<file path="config.mk">
export PLATFORM = sky130hd
export DESIGN_NAME = aoi_toggle_array
export DESIGN_NICKNAME = d
export VERILOG_FILES = /design/src/rtl/aoi_toggle_array.sv
export SDC_FILE = /design/constraint.sdc
export NUM_CORES = 1
export LEC_CHECK = 0
export CORE_UTILIZATION = 55
export DETAILED_ROUTE_END_ITERATION = 12
export GPL_TIMING_DRIVEN = 0
export PLACE_DENSITY_LB_ADDON = 0.2
export RECOVER_POWER = 25
export SYNTH_ARGS = -nofsm -noshare
export SYNTH_HDL_FRONTEND = slang
export SYNTH_SLANG_ARGS = --single-unit
</file>
<file path="constraint.sdc">
create_clock -name CLK -period 2.45 [get_ports CLK]
set_input_delay 0.3675 -clock CLK [delete_from_list [all_inputs] [get_ports CLK]]
set_output_delay 0.3675 -clock CLK [all_outputs]
set_load 0.1 [all_outputs]
</file>
<file path="src/rtl/aoi_toggle_array.sv">
// aoi_toggle_array
//   Registered array of AND-OR-INVERT / OR-AND-INVERT cells with one
//   saturating toggle counter per channel and a four-phase readout port.
//
//   Parameters: CH channels, GROUPS groups per channel, GW inputs per group,
//   CNTW counter width. W = GROUPS*GW+1 inputs per channel, SW = select width.
//
//   Ports:
//     CLK      clock, rising edge
//     RSTB     async active-low reset
//     EN       capture enable for QN (also gates toggle counting)
//     MODE     0 = AOI, 1 = OAI
//     IN       channel c uses IN[c*W +: W]
//     CLR      synchronous clear of all toggle counters
//     QN       registered cell outputs
//     RD_REQ   readout request (level, four-phase)
//     RD_SEL   channel to read (>= CH reads as 0)
//     RD_ACK   readout acknowledge
//     RD_DATA  counter snapshot taken when the request was accepted

// One channel: cell function, output flop and saturating toggle counter.
module aoi_toggle_lane #(
  parameter int GROUPS = 2,
  parameter int GW     = 2,
  parameter int CNTW   = 16,
  localparam int W     = GROUPS*GW+1
) (
  input  logic            gclk,
  input  logic            grst_n,
  input  logic            en,
  input  logic            mode,
  input  logic            clr,
  input  logic [W-1:0]    s,
  output logic            qn,
  output logic [CNTW-1:0] cnt
);

  logic and_any, or_all, f;

  always_comb begin
    and_any = 1'b0;
    or_all  = 1'b1;
    for (int g = 0; g < GROUPS; g++) begin
      and_any = and_any | (&s[g*GW +: GW]);
      or_all  = or_all  & (|s[g*GW +: GW]);
    end
    f = mode ? ~(or_all & s[W-1]) : ~(and_any | s[W-1]);
  end

  // Reset value 1 matches the AOI output for all-zero inputs.
  always_ff @(posedge gclk or negedge grst_n) begin
    if (!grst_n) begin
      qn  <= 1'b1;
      cnt <= '0;
    end else begin
      if (en) qn <= f;
      // Clear has priority over a coincident toggle; counter sticks at all-ones.
      if (clr)
        cnt <= '0;
      else if (en && (f != qn) && !(&cnt))
        cnt <= cnt + 1'b1;
    end
  end

endmodule

module aoi_toggle_array #(
  parameter int  CH     = 4,
  parameter int  GROUPS = 2,
  parameter int  GW     = 2,
  parameter int  CNTW   = 16,
  localparam int W      = GROUPS*GW+1,
  localparam int SW     = (CH > 1) ? $clog2(CH) : 1
) (
  input  logic            CLK,
  input  logic            RSTB,
  input  logic            EN,
  input  logic            MODE,
  input  logic [CH*W-1:0] IN,
  input  logic            CLR,
  output logic [CH-1:0]   QN,
  input  logic            RD_REQ,
  input  logic [SW-1:0]   RD_SEL,
  output logic            RD_ACK,
  output logic [CNTW-1:0] RD_DATA
);

  logic [CH-1:0][CNTW-1:0] cnt;

  // IN and cnt are split across the instance array one channel per lane.
  aoi_toggle_lane #(
    .GROUPS (GROUPS),
    .GW     (GW),
    .CNTW   (CNTW)
  ) u_lane [CH-1:0] (
    .gclk   (CLK),
    .grst_n (RSTB),
    .en     (EN),
    .mode   (MODE),
    .clr    (CLR),
    .s      (IN),
    .qn     (QN),
    .cnt    (cnt)
  );

  // Out-of-range selects match no lane and read as zero.
  logic [CNTW-1:0] sel_cnt;
  always_comb begin
    sel_cnt = '0;
    for (int i = 0; i < CH; i++)
      if (RD_SEL == SW'(i)) sel_cnt = cnt[i];
  end

  typedef enum logic {IDLE, ACK} rd_state_t;
  rd_state_t state, nxt;
  logic      load;

  always_ff @(posedge CLK or negedge RSTB) begin
    if (!RSTB) state <= IDLE;
    else       state <= nxt;
  end

  always_comb begin
    nxt  = state;
    load = 1'b0;
    case (state)
      IDLE: if (RD_REQ) begin
        nxt  = ACK;
        load = 1'b1;
      end
      ACK:  if (!RD_REQ) nxt = IDLE;
      default: nxt = IDLE;
    endcase
  end

  // Snapshot uses the pre-edge counter value; it holds through ACK and IDLE.
  always_ff @(posedge CLK or negedge RSTB) begin
    if (!RSTB)     RD_DATA <= '0;
    else if (load) RD_DATA <= sel_cnt;
  end

  assign RD_ACK = (state == ACK);

endmodule

</file>
---- Word level (Yosys, flattened, before mapping) ----
Index checks and enable logic that the tools add are counted.
word-level totals
  bits in registers ....................... 85
  bits in latches ......................... 0
  RAM bits ................................ 0
  memory bits (read-only) ................. 0
  input port bits ......................... 28
  output and inout port bits .............. 21
  memories kept ........................... 0
cells by class
  add/subtract/negate cells ............... 4
  multiply operators ...................... 0
  div/mod/pow operators ................... 0
  $lt $le $gt $ge ......................... 0
  equal/unequal tests ..................... 7
  shift operators ......................... 0
  multiplexer cells ....................... 18
  bitwise logic cells ..................... 24
  reduce and logical (&&, ||, !) cells .... 37
operators by type and width
  operator               count
  $mux 16                12
  $add 16x1->16 const B  4
  $reduce_and 16->1      4
  $reduce_and 2->1       8
  $reduce_or 2->1        8
  $and 1x1->1            8
  $logic_and 1x1->1      8
  $not 1->1              8
  $or 1x1->1             8
  $reduce_bool 2->1      4
  $mux 1                 6
  $eq 2x2->1 const B     2
  $logic_not 1->1        4
  $ne 1x1->1             4
  $eq 2x1->1 const B     1
  $logic_not 2->1        1

---- Longest topological paths before layout ----
  depth after elaboration ................. 10
  depth in mapped cells ................... 8
  mapped depth without buffers ............ 6

---- By module ----
From an unflattened synthesis, not the netlist that was laid out.
second synthesis, totals
  cell total of the unflattened synthesis .. 516
  area, all modules ....................... 5,386.4 um^2
by module, submodules not included
  module            instances  cells each  area an instance (um^2)  sequential area each (um^2)
  aoi_toggle_lane   4          115         1,076.0                  426.7
  aoi_toggle_array  1          56          1,082.3                  425.4

---- Worst setup path after synthesis ----
No wires, ideal clock.
  path type ............................... reg2reg
  start ................................... register state, in the netlist RD_ACK
  end ..................................... register RD_DATA[10]
  library setup time ...................... 125 ps
  arrival ................................. 1,922 ps
  required time ........................... 2,325 ps
  setup slack ............................. 403 ps
  cell stages (with the launch flop) ...... 5
  cell sequence ........................... dfrtp_1 -> nor2b_1 -> clkbuf_1 -> clkbuf_1 -> mux2_2
between the ends
  cells in the longest elaborated chain, start to end .. 1
RTL lines
  element                   line  source
  start: declaration        115   rd_state_t state, nxt;
  start signal: assignment  120   else state <= nxt;
  $mux 1                    126   case (state)
  end signal: assignment    139   else if (load) RD_DATA <= sel_cnt;
  end: declaration          85    output logic [CNTW-1:0] RD_DATA
Every way passes these cells.
A chain may end at the register's enable or synchronous reset.

---- Worst setup path in the final report ----
  start ................................... register u_lane[0].cnt[0]
  end ..................................... register u_lane[0].cnt[10]
between the ends
  cells in the longest elaborated chain, start to end .. 4
RTL lines
  element                                                line  source
  start: declaration                                     35    output logic [CNTW-1:0] cnt
  start signal: assignment                               61    cnt <= cnt + 1'b1;
  branches (longest 4 deep; another with $add 16x1->16)  -
Several ways; the timed one is not identified. The select of a mux whose other input is x is not followed.

==> run_results.csv <==
group,metric,value,unit
yosys,yosysSeqAreaShare,42.40,%
global_route,grt_pass1_wl,22310,um
placement,numPortBuffers,44,
global_route,grt.overflow.total,0,
placement,dpl_cell_area,0.005629,mm2
yosys,synth_mux_area_share,12.62,%
finish,drive_gt1_share,15.84,%
timing,relSlewSlack,-8.153,%
yosys,synth_top_family_by_area,"simple AND/OR/NAND/NOR gates",
critical_path,critPathLaunchType,"flip-flop",
drt,via_per_inst,6.830,
finish,antennaDiodeCount,0,
drt,antenna_left,0,
pwr,combPwrFrac,17.2,%
critical_path,critical_path_required,2700,ps
clocking,numCtsBuffers,9,
outcome,status,"finished with violations",
yosys,yosysMostFrequentCell,"dfrtp_1",
critical_path,crit_arrival,2590,ps
finish,stdcell_count,670,
global_route,grt_pass1_vias,4313,
timing,fin_crit_sh,95.35,%
clocking,path_clk_slew,90,ps
placement,dp_cells,653,
global_route,antenna_found_initial,0,
die,core_area,0.008806,mm2
yosys,syn-num-nets,532,
outcome,violations,"DRC, capacitance limit, slew limit",
die,rows,34,
finish,final_util,66.61,%
timing,layout_min_cycle_time,2336,ps
clocking,clock_path_buffers,2,
clocking,clk_latency,370,ps
drt,drtPass1Iterations,9,
critical_path,endpoint_kind,"flip-flop",
pwr,power_density,519.7,mW/mm2
global_route,grt_usage,30.11,%
yosys,synth_flop_cell,"dfrtp_1",
drt,post_drt_wl_per_cell,20.27,um
die,die_h,97.62,um
yosys,avgSynthCellArea,10.06,um2
timing,maxSlewViolCount,28,
yosys,ys_types,50,
pwr,totalPowerFinal,3.048,mW
timing,worst_pin_slew,1622,ps
clocking,clock-sinks,85,
timing,grt_setup_unrepaired,"no",
die,start_util,57.10,%
yosys,synth_top_area_cell,"dfrtp_1",
critical_path,worst-path-max-fanout,10,
die,die_x,97.62,um
global_route,grt_max_degree,59,
timing,fin_skew,11.14,ps
pwr,p_sw,0.9301,mW
clocking,cts-root-buf,"clkbuf_8",
worst_hold_path,min_path_type,"primary input to flip-flop",
timing,max_freq,428.1,MHz
yosys,yosys_warnings,0,
pwr,power_frac_clock,34.8,%
timing,setup_viol,0,
yosys,yosysTopAreaCellShare,40.31,%
clocking,cts_setup_buffers,0,
yosys,synth_compound_area_share,17.91,%
flow_run,cap_violations,1,
drt,drt-total-wl,13580,um
pwr,p_leak,2.215,nW
die,io_pins,49,
die,die_area,0.009530,mm2
clocking,ctsHtreeMaxLevel,3,
yosys,ys_top_cells_by_area,"dfrtp_1 40%, mux4_2 6.7%, a21oi_1 6.1%",
yosys,synth_edf_count,0,
finish,fillers,700,
yosys,synth-async-reset-ratio,100.0,%
critical_path,path_class,"flip-flop to flip-flop",
finish,layout.nets,589,
drt,vias,4576,
drt,drc,2,
pwr,intPower,2.118,mW
yosys,ys_seq_elements,85,
yosys,syn_area,0.005029,mm2
pwr,p_seq_share,48.0,%
yosys,syn_inst,500,
pwr,irDropWorstVdd,269.9,uV
yosys,synth_common_cells,"81 x dfrtp_1, 61 x a21oi_1, 32 x o21ai_0",
pwr,p_sw_share,30.51,%
yosys,synthSimpleGateAreaFrac,20.65,%
timing,hold_viol_final,0,
placement,hpwl,9691,um
clocking,cts_tree,"built",
drt,drt_iter0_drc,457,
yosys,synth_xor_area_share,0.5225,%
finish,fin_area,0.005866,mm2
yosys,synth-adder-area-share,0.9953,%
finish,syn_to_final_growth,16.65,%
placement,gp_congestion,0.9622,
cells in the final DEF, fill, tap and decap left out, types with 2 or more instances in the layout:
master and count:
dfrtp_1 81, a21oi_1 61, clkdlybuf4s50_1 38, o21ai_0 32, or4_1 30, o31ai_1 28
clkbuf_1 23, mux2_2 23, or3_1 22, nor2_1 20, nand3_1 20, nand2_1 19
nand4_1 17, mux4_2 15, clkbuf_8 13, and4_1 9, nor4_1 9, and3_1 8
inv_1 8, nor2b_1 8, buf_2 6, o211ai_1 5, ha_1 4, buf_4 4
dlygate4sd2_1 4, dfstp_2 4, o221ai_1 3, a221oi_1 3, xor2_1 3, clkbuf_2 3
buf_6 3, o22ai_1 2, nor4_2 2, or3b_2 2, o31a_1 2, o2111ai_1 2
clkinvlp_4 2, dlygate4sd3_1 2
area by class of cell:
cell class                      instances  area (um2)  share of cell area [%]
Buffer                                 40       219.0                   3.733
Inverter                                8       30.03                  0.5119
Timing Repair Buffer                   46       466.7                   7.956
Sequential cell                        85        2132                   36.35
Tap cell                              108       135.1                   2.304
Multi-Input combinational cell        367        2673                   45.56
Clock buffer                           11       151.4                   2.581
Clock inverter                          5       58.81                   1.003
cells by family after synthesis:
logic type               count (synthesis)
multiplexers                            40
XOR/XNOR                                 3
adder cells (fa/ha/maj)                  4
AND/OR/NAND/NOR                        173
AO/OA/AOI/OAI                          147
flip-flops                              85
buffers and inverters                   48
critical path: stages, from the launching register on:
cell and delay (ps):
dfrtp_1 500, ha_1 230, nand3_1 90, or4_1 470
buf_2 180, nor2_1 140, buf_2 240, nor4_1 80
mux2_2 280
state kept, by name, summed over array words and instances, names as in the netlist:
name        flops
u_lane.cnt     64
RD_DATA        16
u_lane.qn       4
RD_ACK          1
metal layers:
layer | part of all wire, % | track usage [%] | up-vias
li1 | - | - | 2078
met3 | 7.8 | 5.971 | 35
met2 | 45 | 45.55 | 231
met4 | 3.5 | 13.87 | 0
met5 | 0 | 0 | -
met1 | 43 | 41.83 | 2232
stage by stage:
stage	hold slack [ps]	setup TNS, ps	setup slack [ps]
global route	491.1	0	8.618
CTS	417.6	0	59.97
global placement	489.2	-178560	-2082
finish	461.1	0	114.0
detailed placement	319.7	-6869	-356.1
floorplan	71.91	0	402.7
timing repair:
item | CTS | global route
hold buffers | 1 | 0
endpoints found under the setup margin | 5 | 17
hold endpoints to repair | 27 | 0
gates resized for setup | 5 | 8
pin swaps | 0 | 0
worst paths after layout:
check / startpoint / end / slack [ps] / depth (start not counted)
min in group asynchronous: RSTB / u_lane[0].cnt[9] / 930 / 2
max reg2reg: u_lane[0].cnt[0] / u_lane[0].cnt[10] / 110 / 8
max: u_lane[0].cnt[0] / u_lane[0].cnt[10] / 110 / 8
min: MODE / u_lane[0].qn / 460 / 3
max in group asynchronous: RSTB / u_lane[0].qn / 470 / 3
min reg2reg: u_lane[2].qn / u_lane[2].qn / 510 / 2
power by group through the flow:
stage | clock, mW | sequential, mW | combinational [mW]
finish | 1.06 | 1.46 | 0.523
global route | 1.14 | 1.47 | 0.561
CTS | 1.08 | 1.46 | 0.516
detailed placement | 0 | 1.49 | 0.519
global placement | 0 | 1.49 | 0.503
floorplan | 0 | 1.52 | 0.294
Power figures use the tool's default switching activity.
